`config.mk`:
```
export PLATFORM = sky130hd
export DESIGN_NAME = cache_tag_controller
export DESIGN_NICKNAME = d
export VERILOG_FILES = /design/src/rtl/cache_tag_controller.sv
export SDC_FILE = /design/constraint.sdc
export NUM_CORES = 1
export LEC_CHECK = 0
export BUFFER_PORTS_ARGS = -buffer_cell sky130_fd_sc_hd__buf_2
export CAP_MARGIN = 0
export CORE_MARGIN = 8
export CORE_UTILIZATION = 60
export DETAILED_ROUTE_END_ITERATION = 8
export GPL_ROUTABILITY_DRIVEN = 0
export MAX_ROUTING_LAYER = met4
export PLACE_DENSITY = 0.88
export SLEW_MARGIN = 25
export SYNTH_ARGS = -nofsm -noshare
export SYNTH_HDL_FRONTEND = slang
export SYNTH_SLANG_ARGS = --single-unit
```
`constraint.sdc`:
```
create_clock -name clk -period 4.1 [get_ports clk]
set_input_delay 0.41 -clock clk [delete_from_list [all_inputs] [get_ports clk]]
set_output_delay 0.41 -clock clk [all_outputs]
set_load 0.1 [all_outputs]
```
`src/rtl/cache_tag_controller.sv`:
```
// Set-associative tag/valid/dirty store with a lookup -> evict -> allocate FSM driving an external LRU tracker.
// Optional macro CACHE_TAG_DIRTY_TRACK_EN enables dirty tracking and the dirty-victim eviction handshake.
module cache_tag_controller #(
    parameter int NUM_SETS = 4,
    parameter int ASSOC    = 4,
    parameter int TAG_SIZE = 8
) (
    input  logic                        clk,
    input  logic                        reset,
    input  logic                        req_valid,
    output logic                        req_ready,
    input  logic [$clog2(NUM_SETS)-1:0] req_set,
    input  logic [TAG_SIZE-1:0]         req_tag,
    input  logic                        req_write,
    output logic                        resp_valid,
    output logic                        resp_hit,
    output logic [$clog2(ASSOC)-1:0]    resp_way,
    output logic [$clog2(NUM_SETS)-1:0] lru_set,
    output logic [$clog2(ASSOC)-1:0]    lru_selected_way,
    output logic                        lru_process,
    input  logic [$clog2(ASSOC)-1:0]    lru_victim_way,
    output logic                        evict_valid,
    input  logic                        evict_ready,
    output logic [TAG_SIZE-1:0]         evict_tag,
    output logic [$clog2(ASSOC)-1:0]    evict_way
);
    localparam int SET_W = $clog2(NUM_SETS);
    localparam int WAY_W = $clog2(ASSOC);

    typedef enum logic [1:0] {S_IDLE, S_LOOKUP, S_EVICT, S_ALLOC} state_t;

    state_t              r_state;
    logic [SET_W-1:0]    r_req_set;
    logic [TAG_SIZE-1:0] r_req_tag;
    logic                r_hit;
    logic [WAY_W-1:0]    r_way;
    logic                r_resp_valid;
    logic                r_resp_hit;
    logic [WAY_W-1:0]    r_resp_way;
    logic                r_lru_process;
    logic [WAY_W-1:0]    r_lru_sel;

    logic [TAG_SIZE-1:0] r_tag_mem [NUM_SETS][ASSOC];
    logic [ASSOC-1:0]    r_valid   [NUM_SETS];

    logic [ASSOC-1:0]    w_match;
    logic [ASSOC-1:0]    w_invalid;
    logic                w_hit;
    logic [WAY_W-1:0]    w_hit_way;
    logic                w_has_invalid;
    logic [WAY_W-1:0]    w_first_invalid;
    logic [WAY_W-1:0]    w_repl_way;

`ifdef CACHE_TAG_DIRTY_TRACK_EN
    logic                r_write;
    logic [ASSOC-1:0]    r_dirty [NUM_SETS];
    logic                r_evict_valid;
    logic [TAG_SIZE-1:0] r_evict_tag;
    logic [WAY_W-1:0]    r_evict_way;
    logic                w_repl_dirty;
`else
    logic                w_unused;
    assign w_unused = ^{req_write, evict_ready};
`endif

    // Hit detection uses the incoming request so the hit response is registered at acceptance.
    always_comb begin
        // NOTE: every always_comb output gets a default first so no path leaves it unassigned (no latch).
        w_match   = '0;
        w_invalid = '0;
        for (int w = 0; w < ASSOC; w++) begin
            w_match[w]   = r_valid[req_set][w] && (r_tag_mem[req_set][w] == req_tag);
            w_invalid[w] = !r_valid[r_req_set][w];
        end
    end

    always_comb begin
        w_hit           = 1'b0;
        w_hit_way       = '0;
        w_has_invalid   = 1'b0;
        w_first_invalid = '0;
        for (int w = ASSOC - 1; w >= 0; w--) begin
            if (w_match[w]) begin
                w_hit     = 1'b1;
                w_hit_way = WAY_W'(w);
            end
            if (w_invalid[w]) begin
                w_has_invalid   = 1'b1;
                w_first_invalid = WAY_W'(w);
            end
        end
    end

    assign w_repl_way = w_has_invalid ? w_first_invalid : lru_victim_way;

`ifdef CACHE_TAG_DIRTY_TRACK_EN
    assign w_repl_dirty = r_valid[r_req_set][w_repl_way] && r_dirty[r_req_set][w_repl_way];
`endif

    // NOTE: tag storage has no reset; valid bits alone decide whether a tag is meaningful.
    always_ff @(posedge clk) begin
        if (r_state == S_ALLOC) begin
            r_tag_mem[r_req_set][r_way] <= r_req_tag;
        end
    end

    always_ff @(posedge clk or posedge reset) begin
        if (reset) begin
            r_state       <= S_IDLE;
            r_req_set     <= '0;
            r_req_tag     <= '0;
            r_hit         <= 1'b0;
            r_way         <= '0;
            r_resp_valid  <= 1'b0;
            r_resp_hit    <= 1'b0;
            r_resp_way    <= '0;
            r_lru_process <= 1'b0;
            r_lru_sel     <= '0;
            for (int s = 0; s < NUM_SETS; s++) begin
                r_valid[s] <= '0;
            end
`ifdef CACHE_TAG_DIRTY_TRACK_EN
            r_write       <= 1'b0;
            r_evict_valid <= 1'b0;
            r_evict_tag   <= '0;
            r_evict_way   <= '0;
            for (int s = 0; s < NUM_SETS; s++) begin
                r_dirty[s] <= '0;
            end
`endif
        end else begin
            r_resp_valid  <= 1'b0;
            r_resp_hit    <= 1'b0;
            r_resp_way    <= '0;
            r_lru_process <= 1'b0;
            r_lru_sel     <= '0;
            case (r_state)
                S_IDLE: begin
                    if (req_valid) begin
                        r_req_set <= req_set;
                        r_req_tag <= req_tag;
                        r_hit     <= w_hit;
                        r_way     <= w_hit_way;
`ifdef CACHE_TAG_DIRTY_TRACK_EN
                        r_write   <= req_write;
`endif
                        if (w_hit) begin
                            r_resp_valid  <= 1'b1;
                            r_resp_hit    <= 1'b1;
                            r_resp_way    <= w_hit_way;
                            r_lru_process <= 1'b1;
                            r_lru_sel     <= w_hit_way;
                        end
                        r_state <= S_LOOKUP;
                    end
                end
                S_LOOKUP: begin
                    if (r_hit) begin
`ifdef CACHE_TAG_DIRTY_TRACK_EN
                        r_dirty[r_req_set][r_way] <= r_dirty[r_req_set][r_way] | r_write;
`endif
                        r_state <= S_IDLE;
                    end else begin
                        r_way <= w_repl_way;
`ifdef CACHE_TAG_DIRTY_TRACK_EN
                        if (w_repl_dirty) begin
                            r_evict_valid <= 1'b1;
                            r_evict_tag   <= r_tag_mem[r_req_set][w_repl_way];
                            r_evict_way   <= w_repl_way;
                            r_state       <= S_EVICT;
                        end else
`endif
                        begin
                            r_resp_valid  <= 1'b1;
                            r_resp_way    <= w_repl_way;
                            r_lru_process <= 1'b1;
                            r_lru_sel     <= w_repl_way;
                            r_state       <= S_ALLOC;
                        end
                    end
                end
                S_EVICT: begin
`ifdef CACHE_TAG_DIRTY_TRACK_EN
                    if (evict_ready) begin
                        r_evict_valid <= 1'b0;
                        r_evict_tag   <= '0;
                        r_evict_way   <= '0;
                        r_resp_valid  <= 1'b1;
                        r_resp_way    <= r_way;
                        r_lru_process <= 1'b1;
                        r_lru_sel     <= r_way;
                        r_state       <= S_ALLOC;
                    end
`else
                    r_state <= S_IDLE;
`endif
                end
                S_ALLOC: begin
                    r_valid[r_req_set][r_way] <= 1'b1;
`ifdef CACHE_TAG_DIRTY_TRACK_EN
                    r_dirty[r_req_set][r_way] <= r_write;
`endif
                    r_state <= S_IDLE;
                end
                default: r_state <= S_IDLE;
            endcase
        end
    end

    // Ready is gated by reset so it reads 0 while reset is held even though the state is IDLE.
    assign req_ready        = (r_state == S_IDLE) && !reset;
    assign lru_set          = (r_state == S_IDLE) ? '0 : r_req_set;
    assign resp_valid       = r_resp_valid;
    assign resp_hit         = r_resp_hit;
    assign resp_way         = r_resp_way;
    assign lru_process      = r_lru_process;
    assign lru_selected_way = r_lru_sel;

`ifdef CACHE_TAG_DIRTY_TRACK_EN
    assign evict_valid = r_evict_valid;
    assign evict_tag   = r_evict_tag;
    assign evict_way   = r_evict_way;
`else
    assign evict_valid = 1'b0;
    assign evict_tag   = '0;
    assign evict_way   = '0;
`endif

endmodule

```
; After elaboration in Yosys (flattened, before gate mapping)
; Memories as Yosys holds them, arrays and structs flattened.
; Cells that the tools add are included.
; W data, S select, Z words.
[word_totals]
regBits = 35
ram_bits = 128
inputBits = 17
output_inout_bits = 21
n_memories = 1
[mem_list]
columns = name, depth, word_bits, read_ports, rd_clocked_by_memory_dff, write_ports, line_no
row1 = r_tag_mem, 4, 32, 1, 0, 1, 43  ; logic [TAG_SIZE-1:0] r_tag_mem [NUM_SETS][ASSOC];
[classes]
order_cmp = 7
n_eq_ne = 9
n_mux = 47
bitwise = 4
reduce_logical = 14
[ops]
columns = cell, count
row1 = $mux W2, 17
row2 = $eq A8 B8 Y1, 4
row3 = $mux W32, 1
row4 = $mux W4, 5
row5 = $bmux W4 S2, 2
row6 = $demux W8 S2, 1
row7 = $or A16 B16 Y16, 1
row8 = $mux W1, 14
row9 = $ge A3 B3 Y1 const B, 3
row10 = $not A2 Y3, 3
row11 = $demux W4 S2, 1
row12 = $logic_and A1 B1 Y1, 8
row13 = $mux W8, 1
row14 = $pmux W2 S2, 2
row15 = $lt A3 B1 Y1 const B, 2
row16 = $pmux W2 S3, 1
row17 = $eq A2 B2 Y1 const B, 2
row18 = $ne A2 B2 Y1 const B, 2
row19 = $lt A2 B3 Y1 const B, 1
row20 = $reduce_and A3 Y1, 1
row21 = $demux W1 S2, 1
row22 = $eq A2 B1 Y1 const B, 1
row23 = $ge A2 B1 Y1 const B, 1
row24 = $logic_not A2 Y1, 1
row25 = other kinds (5), 5

; Logic depth before layout (Yosys ltp)
[logic_depth]
word_depth = 12
mapped_depth = 10

; Worst setup path after synthesis
; OpenSTA, ideal clock, no wires.
[synth_timing]
path_kind = register -> output
startpoint = register r_state[1]
endpoint = output req_ready
arrival_ns = 2.488
t_required_ns = 3.690
setup_slack_ns = 1.202
path_stages_with_launch = 2
path_cell_list = dfrtp_1 -> nor3_1
[synth_between]
elab_chain_cells = 2
[synth_rtl]
columns = item, line_no
row1 = start: declaration, 32  ; state_t r_state;
row2 = start signal: assignment, 109  ; r_state <= S_IDLE;
row3 = start signal: assignment, 154  ; r_state <= S_LOOKUP;
row4 = start signal: assignment, 162  ; r_state <= S_IDLE;
row5 = $logic_not A2 Y1, 211  ; assign req_ready = (r_state == S_IDLE) && !reset;
row6 = $logic_and A1 B1 Y1, 211
row7 = end: declaration, 11  ; output logic req_ready,
; No other way between the ends.

; Worst setup path in the final report
[layout_timing]
startpoint = input req_set[1]
endpoint = register r_lru_process (netlist: lru_process)
[layout_between]
elab_chain_cells = 12
[layout_rtl]
columns = item, line_no
row1 = start: declaration, 12  ; input logic [$clog2(NUM_SETS)-1:0] req_set,
row2 = "parallel branches: the longest is 8 deep, another holds $mem_v2 Z4 W32", --
row3 = $mux W1 (*), 83  ; if (w_match[w]) begin
row4 = $mux W1 (*), 147  ; if (w_hit) begin
row5 = $mux W1 (*), 139  ; if (req_valid) begin
row6 = $pmux W1 S2 (*), 137  ; case (r_state)
row7 = end signal: assignment, 135  ; r_lru_process <= 1'b0;
row8 = end signal: assignment, 151  ; r_lru_process <= 1'b1;
row9 = end signal: assignment, 176  ; r_lru_process <= 1'b1;
row10 = end: declaration, 40  ; logic r_lru_process;
; Every way passes the cells marked *. The select of a mux whose other input is x is not followed.
; A chain may end at the register's enable or synchronous reset.

==> impl_metrics.toml <==
[clock_network]
cts_setup_buffers = 0
clkTransAtPathRegs_ns = 0.06
clk_latency_ns = 0.43
clk_path_buf_depth = 2
clock_sinks = 163
cts_buffers = 17
htree_levels = 4
cts_hold_buf = 0
clockRootBuffer = "clkbuf_16"
cts_resized = 0
cts_tree = "built"

[timing]
finalSetupTns_ns = 0
finalCritPeriodShare_pct = 69.81
finalClockSkew_ns = 0.008984
fmax_mhz = 349.4
setup_viol = 0
period_minus_slack_ns = 2.862
worst_pin_slew_ns = 0.9805
drv_slew = 0
timing.final.ws_setup_ns = 1.238
rsz0062_at_grt = "false"
slew_headroom_pct = 34.39
hold_violations = 0

[worst_setup_path]
start_kind = "primary input"
r2r-start = "r_tag_mem[1][1]$_DFFE_PP_"
crit_path_start = "req_set[1]"
endpoint = "lru_process$_DFF_PP0_"
r2r-end = "lru_selected_way[0]$_DFF_PP0_"
reg2reg_slack_ns = 1.79
cp_max_fo = 28
reg2reg_depth = 6
worstPathArrival_ns = 3.18
required_ns = 4.42
end_kind = "flip-flop"
path_class = "primary input to flip-flop"

[global_routing]
grt_usage_pct = 19.99
grt_remaining_overflow = 0
grt_pass1_wl_um = 22820
grt_pass1_vias = 4087
grt_max_degree = 36
antenna_found_initial = 0

[logic_synthesis]
avgSynthCellArea_sq_um = 15.88
yosys-top-cells-area = "edfxtp_1 (54%), dfrtp_1 (12%), mux2i_1 (4.8%), mux4_1 (3.7%), xnor2_1 (3.7%)"
synth-seq-area-share_pct = 66.65
syn_area_sq_um = 7081
syn-instance-count = 446
yosys_register_bits = 163
yosys_warnings = 0
yosysUniqueCellTypes = 48
yosys.area.top_type = "edfxtp_1"
synth-main-ff-cell = "edfxtp_1"
synth_top_area_share_pct = 54.29
synth-async-reset-ratio_pct = 21.47
synth-edff-count = 128

[die]
die_area_sq_um = 15530
io_pins = 38
die_w_um = 124.6
initial_core_util_pct = 61.75
die_y_um = 124.6
core_sq_um = 11470
std_cell_rows = 39

[worst_hold_path]
hp-class = "primary input to asynchronous set/reset pin"

[detailed_routing]
num_vias = 3913
ant_nets = 0
drt-pass1-iter-count = 5
drc_errors = 0
via_per_inst = 6.261
avgRoutedWirePerCell_um = 23.71
drt_iter0_drc = 321
drt_wl_total_um = 14820

[outcome]
status = "complete, no violations"

[layout]
layout_common_cells = "edfxtp_1 (128), dfrtp_1 (35), mux2i_1 (34)"
drive_above_1_share_pct = 23.03
antenna_cells = 0
area_growth_pct = 9.860
final_nets = 486
final_common_cell = "edfxtp_1"
final_util_pct = 67.83

[flow_run]
maxCapViolCount = 0

[placement]
port_buffers = 24
place.detailed.hpwl_um = 9070
post-place-ws_ns = 0.9840

[power]
p_leak_nw = 2.850
ir_worst_vdd_mv = 0.5130
powerDensity_nw_per_um2 = 642.5
how the worst min path moves through the flow:
stage | startpoint | cells past startpoint | slack [ns] | to
after floorplan | r_hit$_DFFE_PP0P_ | 2 | 0.44 | r_hit$_DFFE_PP0P_
after global placement | r_hit$_DFFE_PP0P_ | 2 | 0.46 | r_hit$_DFFE_PP0P_
after detailed placement | r_valid[0]$_DFFE_PP0P_ | 1 | 0.47 | r_valid[0]$_DFFE_PP0P_
after CTS | reset | 3 | 0.14 | r_valid[6]$_DFFE_PP0P_
after global routing | reset | 3 | 0.18 | r_valid[14]$_DFFE_PP0P_
final | reset | 3 | 0.14 | r_valid[11]$_DFFE_PP0P_
critical path: stages:
cell	delay (ns)
buf_2	0.57
buf_4	0.45
mux2i_1	0.29
xnor2_1	0.09
o21ai_0	0.22
o21ai_0	0.17
nor4_1	0.53
nor4_1	0.19
o21ai_0	0.25
power by group:
part	internal [W]	switching, W	leakage (nW)
sequential	0.00217	0.000364	1.59
clock	0.000877	0.000651	0.278
combinational	0.000300	0.000638	0.979
area by class of cell:
class	instances	area, sq um
Multi-Input combinational cell	250	2108
Clock buffer	19	452.9
Clock inverter	13	123.9
Fill cell	704	3689
Tap cell	143	178.9
Timing Repair Buffer	31	172.7
Inverter	6	22.52
Sequential cell	163	4720
per-stage QoR:
stage | power (W) | hold WS [ns] | area [sq um] | cells
after floorplan | 0.003180 | 0.4429 | 7118 | 456
after global placement | 0.003407 | 0.4610 | 7202 | 593
after detailed placement | 0.003475 | 0.4721 | 7202 | 593
after CTS | 0.004991 | 0.1408 | 7779 | 625
after global routing | 0.005139 | 0.1760 | 7779 | 625
final | 0.004998 | 0.1403 | 7779 | 625
cell usage after synthesis, types with 4 or more instances:
cell type,number
nand2_1,18
buf_4,18
nand3_1,11
nor3_1,8
clkbuf_1,10
mux4_2,9
xnor2_1,30
xor2_1,9
nor4_1,4
mux2i_1,34
inv_1,5
mux4_1,10
a21oi_1,4
mux2_2,18
dfrtp_1,35
o211ai_1,4
o21ai_0,9
or2_2,16
edfxtp_1,128
nor2_1,19
nand2b_1,6
per-layer routing:
layer  share of wire, %  GRT usage [%]
met4                3.1          9.142
met3                8.5          5.404
met5                  0              -
met1                 39          23.47
met2                 49          31.71
flip-flops by register name (all words and copies together), names as in the netlist:
| signal | count |
|---|---|
| r_state | 2 |
| r_way | 2 |
| r_req_set | 2 |
| lru_selected_way | 2 |
| r_valid | 16 |
| r_hit | 1 |
| lru_process | 1 |
| resp_hit | 1 |
| r_req_tag | 8 |
| r_tag_mem | 128 |
logic make-up (layout without fill, tap and decap cells):
family / after synthesis / in the layout / share of synthesized area (%)
multiplexers: 71 / 71 / 14.24
other: 1 / 11 / 0.05296
flip-flops: 163 / 163 / 66.65
AND/OR/NAND/NOR: 98 / 98 / 7.210
AO/OA/AOI/OAI: 31 / 31 / 2.916
buffers and inverters: 43 / 69 / 4.100
XOR/XNOR: 39 / 39 / 4.824
No activity file was read; power rests on OpenSTA's default activity.
